## config.mk

```make
export PLATFORM = sky130hd
export DESIGN_NAME = adv_ddr_rx
export DESIGN_NICKNAME = d
export VERILOG_FILES = /design/src/rtl/adv_ddr_rx.sv
export SDC_FILE = /design/constraint.sdc
export NUM_CORES = 1
export LEC_CHECK = 0
export CELL_PAD_IN_SITES_DETAIL_PLACEMENT = 1
export CELL_PAD_IN_SITES_GLOBAL_PLACEMENT = 2
export CORE_MARGIN = 2
export CORE_UTILIZATION = 32
export DETAILED_ROUTE_END_ITERATION = 12
export MAX_ROUTING_LAYER = met4
export PLACE_DENSITY = 0.93
export SYNTH_ARGS = -nofsm -noshare
export SYNTH_HDL_FRONTEND = slang
export SYNTH_SLANG_ARGS = --single-unit
```

## constraint.sdc

```tcl
create_clock -name clk -period 3.9 [get_ports clk]
set_clock_uncertainty 0.2 [all_clocks]
set_input_delay 0.39 -clock clk [delete_from_list [all_inputs] [get_ports clk]]
set_output_delay 0.39 -clock clk [all_outputs]
set_load 0.05 [all_outputs]
```

## src/rtl/adv_ddr_rx.sv

```systemverilog
// adv_ddr_rx: DDR video receiver. Each pixel arrives as two 12-bit half-words,
// the first on the rising and the second on the falling edge of the pixel
// clock. The pixel clock is treated as data and oversampled on clk (>= 4x).
// A framing FSM tracks DE/vsync to produce pixel coordinates and per-frame
// line-count / geometry status.
//
// Ports:
//   clk, reset           sample clock, synchronous active-high reset
//   i_clk_pixel          pixel clock, sampled as data
//   i_de/i_hsync/i_vsync video controls (active-high)
//   i_data[11:0]         DDR half-pixel word
//   o_valid              one-cycle strobe per reconstructed active pixel
//   o_r/o_g/o_b          reconstructed pixel (held until next o_valid)
//   o_x/o_y              coordinates of the presented pixel
//   o_hsync/o_vsync      syncs captured at the rising pixel-clock edge
//   o_frame_done         one-cycle strobe at frame close
//   o_lines              active-line count of the last closed frame
//   o_frame_ok           last closed frame had exact V_ACT x H_ACT geometry
//   o_locked             set after the first vsync rise
module adv_ddr_rx #(
    parameter int unsigned H_ACT = 1280,
    parameter int unsigned V_ACT = 720
) (
    input  logic        clk,
    input  logic        reset,
    input  logic        i_clk_pixel,
    input  logic        i_de,
    input  logic        i_hsync,
    input  logic        i_vsync,
    input  logic [11:0] i_data,
    output logic        o_valid,
    output logic [7:0]  o_r,
    output logic [7:0]  o_g,
    output logic [7:0]  o_b,
    output logic [11:0] o_x,
    output logic [11:0] o_y,
    output logic        o_hsync,
    output logic        o_vsync,
    output logic        o_frame_done,
    output logic [11:0] o_lines,
    output logic        o_frame_ok,
    output logic        o_locked
);

    localparam int unsigned CW = 12;
    localparam logic [CW-1:0] CNT_MAX = '1;
    localparam logic [CW-1:0] H_ACT_C = CW'(H_ACT);
    localparam logic [CW-1:0] V_ACT_C = CW'(V_ACT);

    localparam logic [1:0] S_WAIT_VSYNC = 2'd0;
    localparam logic [1:0] S_BLANK      = 2'd1;
    localparam logic [1:0] S_ACTIVE     = 2'd2;

    logic [1:0]    state_q, state_d;
    logic          pclk_q;
    logic [11:0]   lo_half_q, lo_half_d;
    logic          de_q, de_d;
    logic          hs_q, hs_d;
    logic          vs_q, vs_d;
    logic          pend_q, pend_d;
    logic [CW-1:0] x_q, x_d;
    logic [CW-1:0] y_q, y_d;
    logic          lerr_q, lerr_d;

    logic          valid_q, valid_d;
    logic [7:0]    r_q, r_d, g_q, g_d, b_q, b_d;
    logic [CW-1:0] ox_q, ox_d, oy_q, oy_d;
    logic          done_q, done_d;
    logic [CW-1:0] lines_q, lines_d;
    logic          ok_q, ok_d;
    logic          locked_q, locked_d;

    // Edge events on the sampled pixel clock and the captured controls
    logic rise_c, fall_c, de_rise_c, de_fall_c, vs_rise_c;
    logic line_close_c, frame_close_c;
    logic [CW-1:0] y_line_c;
    logic lerr_line_c;

    function automatic logic [CW-1:0] sat_inc(input logic [CW-1:0] v);
        return (v == CNT_MAX) ? v : v + CW'(1);
    endfunction

    assign rise_c    = i_clk_pixel & ~pclk_q;
    assign fall_c    = ~i_clk_pixel & pclk_q;
    assign de_rise_c = rise_c & i_de & ~de_q;
    assign de_fall_c = rise_c & ~i_de & de_q;
    assign vs_rise_c = rise_c & i_vsync & ~vs_q;

    // Next-state and output logic
    always_comb begin
        state_d       = state_q;
        lo_half_d     = lo_half_q;
        de_d          = de_q;
        hs_d          = hs_q;
        vs_d          = vs_q;
        pend_d        = pend_q;
        x_d           = x_q;
        y_d           = y_q;
        lerr_d        = lerr_q;
        valid_d       = 1'b0;
        r_d           = r_q;
        g_d           = g_q;
        b_d           = b_q;
        ox_d          = ox_q;
        oy_d          = oy_q;
        done_d        = 1'b0;
        lines_d       = lines_q;
        ok_d          = ok_q;
        locked_d      = locked_q;
        line_close_c  = 1'b0;
        frame_close_c = 1'b0;

        // A rise with a half already pending simply overwrites it
        if (rise_c) begin
            lo_half_d = i_data;
            de_d      = i_de;
            hs_d      = i_hsync;
            vs_d      = i_vsync;
            pend_d    = 1'b1;
        end

        case (state_q)
            S_WAIT_VSYNC: begin
                if (vs_rise_c) begin
                    state_d  = S_BLANK;
                    locked_d = 1'b1;
                end
            end
            S_BLANK: begin
                frame_close_c = vs_rise_c;
                if (de_rise_c) begin
                    state_d = S_ACTIVE;
                    x_d     = '0;
                end
            end
            S_ACTIVE: begin
                // vsync inside a line closes that line before the frame
                frame_close_c = vs_rise_c;
                if (de_fall_c || vs_rise_c) begin
                    line_close_c = 1'b1;
                    state_d      = S_BLANK;
                end
            end
            default: state_d = S_WAIT_VSYNC;
        endcase

        y_line_c    = line_close_c ? sat_inc(y_q) : y_q;
        lerr_line_c = lerr_q | (line_close_c & (x_q != H_ACT_C));

        if (frame_close_c) begin
            done_d  = 1'b1;
            lines_d = y_line_c;
            ok_d    = (y_line_c == V_ACT_C) & ~lerr_line_c;
            y_d     = '0;
            lerr_d  = 1'b0;
        end else begin
            y_d     = y_line_c;
            lerr_d  = lerr_line_c;
        end

        // Second half completes the pixel
        if (fall_c && pend_q) begin
            pend_d = 1'b0;
            if (de_q && (state_q == S_ACTIVE)) begin
                valid_d = 1'b1;
                r_d     = lo_half_q[11:4];
                g_d     = {lo_half_q[3:0], i_data[11:8]};
                b_d     = i_data[7:0];
                ox_d    = x_q;
                oy_d    = y_q;
                x_d     = sat_inc(x_q);
            end
        end
    end

    // State registers
    always_ff @(posedge clk) begin
        if (reset) begin
            state_q   <= S_WAIT_VSYNC;
            pclk_q    <= 1'b0;
            lo_half_q <= '0;
            de_q      <= 1'b0;
            hs_q      <= 1'b0;
            vs_q      <= 1'b0;
            pend_q    <= 1'b0;
            x_q       <= '0;
            y_q       <= '0;
            lerr_q    <= 1'b0;
            valid_q   <= 1'b0;
            r_q       <= '0;
            g_q       <= '0;
            b_q       <= '0;
            ox_q      <= '0;
            oy_q      <= '0;
            done_q    <= 1'b0;
            lines_q   <= '0;
            ok_q      <= 1'b0;
            locked_q  <= 1'b0;
        end else begin
            state_q   <= state_d;
            pclk_q    <= i_clk_pixel;
            lo_half_q <= lo_half_d;
            de_q      <= de_d;
            hs_q      <= hs_d;
            vs_q      <= vs_d;
            pend_q    <= pend_d;
            x_q       <= x_d;
            y_q       <= y_d;
            lerr_q    <= lerr_d;
            valid_q   <= valid_d;
            r_q       <= r_d;
            g_q       <= g_d;
            b_q       <= b_d;
            ox_q      <= ox_d;
            oy_q      <= oy_d;
            done_q    <= done_d;
            lines_q   <= lines_d;
            ok_q      <= ok_d;
            locked_q  <= locked_d;
        end
    end

    assign o_valid      = valid_q;
    assign o_r          = r_q;
    assign o_g          = g_q;
    assign o_b          = b_q;
    assign o_x          = ox_q;
    assign o_y          = oy_q;
    assign o_hsync      = hs_q;
    assign o_vsync      = vs_q;
    assign o_frame_done = done_q;
    assign o_lines      = lines_q;
    assign o_frame_ok   = ok_q;
    assign o_locked     = locked_q;

endmodule

```

======== Word level (Yosys, flattened, before mapping) ========
Index checks and enable logic that the tools add are counted.
word-level totals
  memories kept ........................... 0
  memory bits (read-only) ................. 0
  memory bits (writable) .................. 0
  bits in latches ......................... 0
  output and inout port bits .............. 66
  bits in registers ....................... 108
  input port bits ......................... 18
cells by class
  div/mod/pow operators ................... 0
  shifts and indexed selects .............. 0
  reduce and logical (&&, ||, !) cells .... 11
  bitwise logic cells ..................... 18
  multipliers ............................. 0
  $add $sub $neg .......................... 2
  muxes and demuxes ....................... 16
  equality and inequality tests ........... 10
  order comparisons ....................... 0
operator list
  cell                                              number
  2-to-1 mux 12 bit                                 7
  adder 12 x 1 -> 12 bit (second input constant)    2
  == test 12 bit (second input constant)            2
  == test 12 x 10 -> 1 bit (second input constant)  1
  != test 12 x 11 -> 1 bit (second input constant)  1
  AND 1 bit                                         10
  OR reduction 2 bit                                4
  inverter 1 bit                                    7
  2-to-1 mux 2 bit                                  3
  != test 2 bit (second input constant)             3
  case mux 2 bit (3 select lines)                   1
  2-to-1 mux 1 bit                                  5
  AND reduction 2 bit                               2
  != test 3 bit (second input constant)             1
  AND reduction 3 bit                               1
  == test 2 x 1 -> 1 bit (second input constant)    1
  == test 2 bit (second input constant)             1
  logical AND 1 bit                                 2
  logical NOT 2 bit                                 1
  logical OR 1 bit                                  1
  OR 1 bit                                          1

======== Logic depth before layout (Yosys ltp) ========
  word-level depth ........................ 11
  gate-level depth with buffers ........... 10
  depth with buffers taken out ............ 8

======== Worst setup path before layout ========
Ideal clock, no wire load.
  path type ............................... register to register
  start ................................... reg y_q[1]
  end ..................................... reg ok_q (netlist: o_frame_ok)
  period minus slack after synthesis ...... 2.289 ns
  data arrival time ....................... 2.002 ns
  data required time ...................... 3.613 ns
  slack ................................... 1.611 ns
  stages on the path, launching flop included .. 9
  path through ............................ dfxtp_1 -> ha_1 -> buf_2 -> nand3_4 -> or4_4 -> a311o_1 -> o21ai_2 -> nand4b_1 -> o31ai_1
between the ends
  longest elaborated chain between the ends .. 5
ends and longest elaborated chain
  item                                                             line  source
  from (decl)                                                      62    logic [CW-1:0] y_q, y_d;
  from (signal assigned)                                           208   y_q <= y_d;
  adder 12 x 1 -> 12 bit / == test 12 bit (equally long branches)  80    return (v == CNT_MAX) ? v : v + CW'(1);
  2-to-1 mux 12 bit                                                80
  2-to-1 mux 12 bit (*)                                            147   y_line_c = line_close_c ? sat_inc(y_q) : y_q;
  == test 12 x 10 -> 1 bit (*)                                     153   ok_d = (y_line_c == V_ACT_C) & ~lerr_line_c;
  AND 1 bit (*)                                                    153
  to (signal assigned)                                             218   ok_q <= ok_d;
  to (decl)                                                        70    logic ok_q, ok_d;
Mark *: on every way between the ends. The rest lies on a longest branch, timed or not.
A chain may end at the register's enable or synchronous reset.

======== Worst setup path after layout ========
  start ................................... reg y_q[0]
  end ..................................... reg ok_q (netlist: o_frame_ok)
Same word-level chain as after synthesis.

==> impl_metrics.py <==
metrics = {
    "global_route": {
        "grt_max_degree": 84,
        "grtUsageTotal": 0.174,
        "grt_pass1_vias": 3932,
        "grt_overflow_total": 0,
        "antenna_found_initial": 0,
        "grt_pass1_wl_um": 19800,
    },
    "cts": {
        "path_clk_slew_ns": 0.07,
        "cts_resized": 0,
        "postCtsSetupBuffers": 0,
        "clock_latency_ns": 0.36,
        "ctsHoldBuffers": 0,
        "htreeDepth": 3,
        "cts_buffers": 9,
        "cts_root_buf": "clkbuf_16",
        "cts_max_path_buffers": 2,
        "numClockSinks": 108,
        "cts_tree": "built",
    },
    "floorplan": {
        "start_util": 0.330,
        "fp.coreArea_um2": 13300,
        "die_h_um": 121,
        "placementRows": 42,
        "die_area_um2": 14700,
        "io_pins": 84,
        "die_w_um": 121,
    },
    "final_layout": {
        "drive_above_1_share": 0.0531,
        "area_growth_pct": 28.0,
        "antenna_cells": 0,
        "final_nets": 641,
        "finalInstanceArea_um2": 5620,
    },
    "route": {
        "remaining_drc_errors": 0,
        "routed_wl_um": 11900,
        "antenna_left": 0,
        "dr_total_vias": 3951,
        "drtPass1Iterations": 4,
        "vias_per_cell": 4.95,
        "drt-initial-drc-count": 238,
        "wire_per_inst_um": 15.0,
    },
    "synthesis": {
        "yosys.cell_types.count": 49,
        "synth_seq_cells": 108,
        "yosysSeqAreaShare": 0.492,
        "syn-num-nets": 578,
        "synth-main-ff-cell": "dfxtp_1",
        "async_reset_ff_frac": 0,
        "ys_warn_count": 0,
        "avgSynthCellArea_um2": 7.93,
        "yosys.area.top_type_share": 0.492,
        "synth_area_um2": 4390,
        "synth_edf_count": 0,
        "synth.top_cells.by_area": "dfxtp_1 (49%), nand2_1 (13%), a21oi_1 (9.1%)",
        "netlist_instances": 554,
        "yosys.area.top_type": "dfxtp_1",
    },
    "power_and_ir_drop": {
        "pwr-share-seq": 0.526,
        "comb_power_share": 0.060,
        "clkPwrFrac": 0.414,
        "ir_drop_v": 0.000281,
        "intPower_uw": 1650,
        "power.leakage_uw": 0.00186,
        "switching_power_uw": 496,
        "p_per_area_nw_per_um2": 382,
        "switching_share": 0.231,
    },
    "timing": {
        "worstMarginPinSlew_ns": 1.23,
        "hold_viol": 0,
        "finalSetupViolCount": 0,
        "finalMaxSlewViolations": 0,
        "rsz0062_at_grt": "no",
        "fmaxAchievable_mhz": 376,
        "slew_headroom": 0.177,
        "period_share": 0.682,
        "finalCriticalPeriod_ns": 2.66,
        "hold_slack_ns": 0.254,
        "fin_tns_setup_ns": 0,
    },
    "job": {
        "drv_cap": 0,
    },
    "setup_path": {
        "crit_arrival_ns": 2.72,
        "end_kind": "flip-flop",
        "path_class": "reg -> reg",
        "crit_path_start_kind": "flip-flop",
        "critPathRequiredTime_ns": 3.97,
        "path_max_fanout": 8,
    },
    "placed_design": {
        "dp_hpwl_um": 8500,
        "placed_area_um2": 5330,
        "io_buffers": 83,
        "place.gp.congestion": 0.897,
    },
    "min_path": {
        "hold_class": "reg -> reg",
    },
    "run_status": {
        "outcome": "complete, no violations",
    },
}
==> cell type report <==
cell class / count / area [µm²]
Clock buffer: 13 / 270
Clock inverter: 3 / 20.0
Tap cell: 176 / 220
Timing Repair Buffer: 89 / 871
Multi-Input combinational cell: 397 / 2030
Sequential cell: 108 / 2160
Inverter: 12 / 45.0
Fill cell: 1576 / 7680
==> worst max-delay path: stages (launching register included) <==
cell and delay, ns:
dfxtp_1 0.47, ha_1 0.43, nand3_4 0.16, or4_4 0.52, a311o_1 0.38, o21ai_2 0.06, nand4b_1 0.12, o31ai_1 0.22
==> final timing paths <==
check,start,endpoint,slack (ns),cells after the start
worst max-delay path,y_q[0],o_frame_ok,1.24,7
worst min-delay path,o_lines[1],o_lines[1],0.25,2
worst max register to register,y_q[0],o_frame_ok,1.24,7
worst min register to register,o_lines[1],o_lines[1],0.25,2
==> layout by cell type (no fill, tap or decap), types with 7 or more instances in the layout <==
cell | Yosys | routed
clkdlybuf4s50_1 | 0 | 82
dfxtp_1 | 108 | 108
nand2_1 | 151 | 151
nand4_1 | 7 | 7
nor2_1 | 48 | 47
inv_1 | 12 | 12
clkbuf_16 | 0 | 9
o21ai_0 | 15 | 15
nand3_1 | 11 | 11
a21oi_1 | 80 | 80
o21ai_1 | 7 | 7
==> power groups by stage <==
stage / Clock (µW) / Sequential [µW] / Combinational (µW)
after floorplan: 0 / 1160 / 72.9
after global routing: 967 / 1130 / 143
after detailed placement: 0 / 1150 / 130
final: 888 / 1130 / 129
after CTS: 912 / 1130 / 131
after global placement: 0 / 1150 / 126
==> through the flow <==
| step | cells | util | power (µW) | worst slack (ns) |
|---|---|---|---|---|
| 6_report | 798 | 0.423 | 2150 | 1.24 |
| 5_1_grt | 798 | 0.423 | 2240 | 1.08 |
| 4_1_cts | 798 | 0.423 | 2170 | 1.24 |
| 3_5_place_dp | 782 | 0.401 | 1280 | 0.982 |
| 3_3_place_gp | 782 | 0.401 | 1280 | 1.03 |
| 2_1_floorplan | 554 | - | 1230 | 1.61 |
==> layer usage <==
layer / global-route usage / wire length [µm]
met5: - / 0
met1: 0.213 / 5610
met4: 0.0409 / 110
met3: 0.0461 / 465
met2: 0.289 / 5760
==> cells in the mapped netlist (2+ instances only) <==
| cell type | count |
|---|---|
| a2111oi_2 | 2 |
| a21o_1 | 3 |
| a21oi_1 | 80 |
| a22oi_1 | 2 |
| a2bb2oi_1 | 3 |
| a31oi_1 | 2 |
| buf_1 | 4 |
| buf_2 | 5 |
| buf_4 | 2 |
| clkbuf_1 | 25 |
| dfxtp_1 | 108 |
| ha_1 | 6 |
| inv_1 | 12 |
| mux2i_1 | 6 |
| nand2_1 | 151 |
| nand2b_1 | 5 |
| nand3_1 | 11 |
| nand3_4 | 2 |
| nand3b_1 | 4 |
| nand4_1 | 7 |
| nor2_1 | 48 |
| nor2b_1 | 2 |
| nor3_1 | 6 |
| nor3b_1 | 2 |
| nor4_1 | 6 |
| o21ai_0 | 15 |
| o21ai_1 | 7 |
| o31ai_1 | 2 |
| xnor2_1 | 3 |
| xor2_1 | 4 |
==> cell families (layout without fill, tap and decap cells) <==
logic type,count (synthesis),in the layout,share of synthesized area
adders and majority gates,6,6,0.0171
and+or+nand+nor,254,254,0.257
buffers and inverters,49,117,0.0467
muxes,6,6,0.0137
AOI/OAI and AO/OA,124,124,0.159
xor gates and xnor gates,7,7,0.0140
DFF,108,108,0.492
==> flip-flops by register name (all words and copies together), names as in the netlist, 2 cells and up <==
| register | count |
|---|---|
| y_q | 12 |
| o_lines | 12 |
| o_y | 12 |
| o_g | 8 |
| o_b | 8 |
| o_r | 8 |
| lo_half_q | 12 |
| o_x | 12 |
| state_q | 2 |
| x_q | 12 |
(Power assumes the default switching activity.)
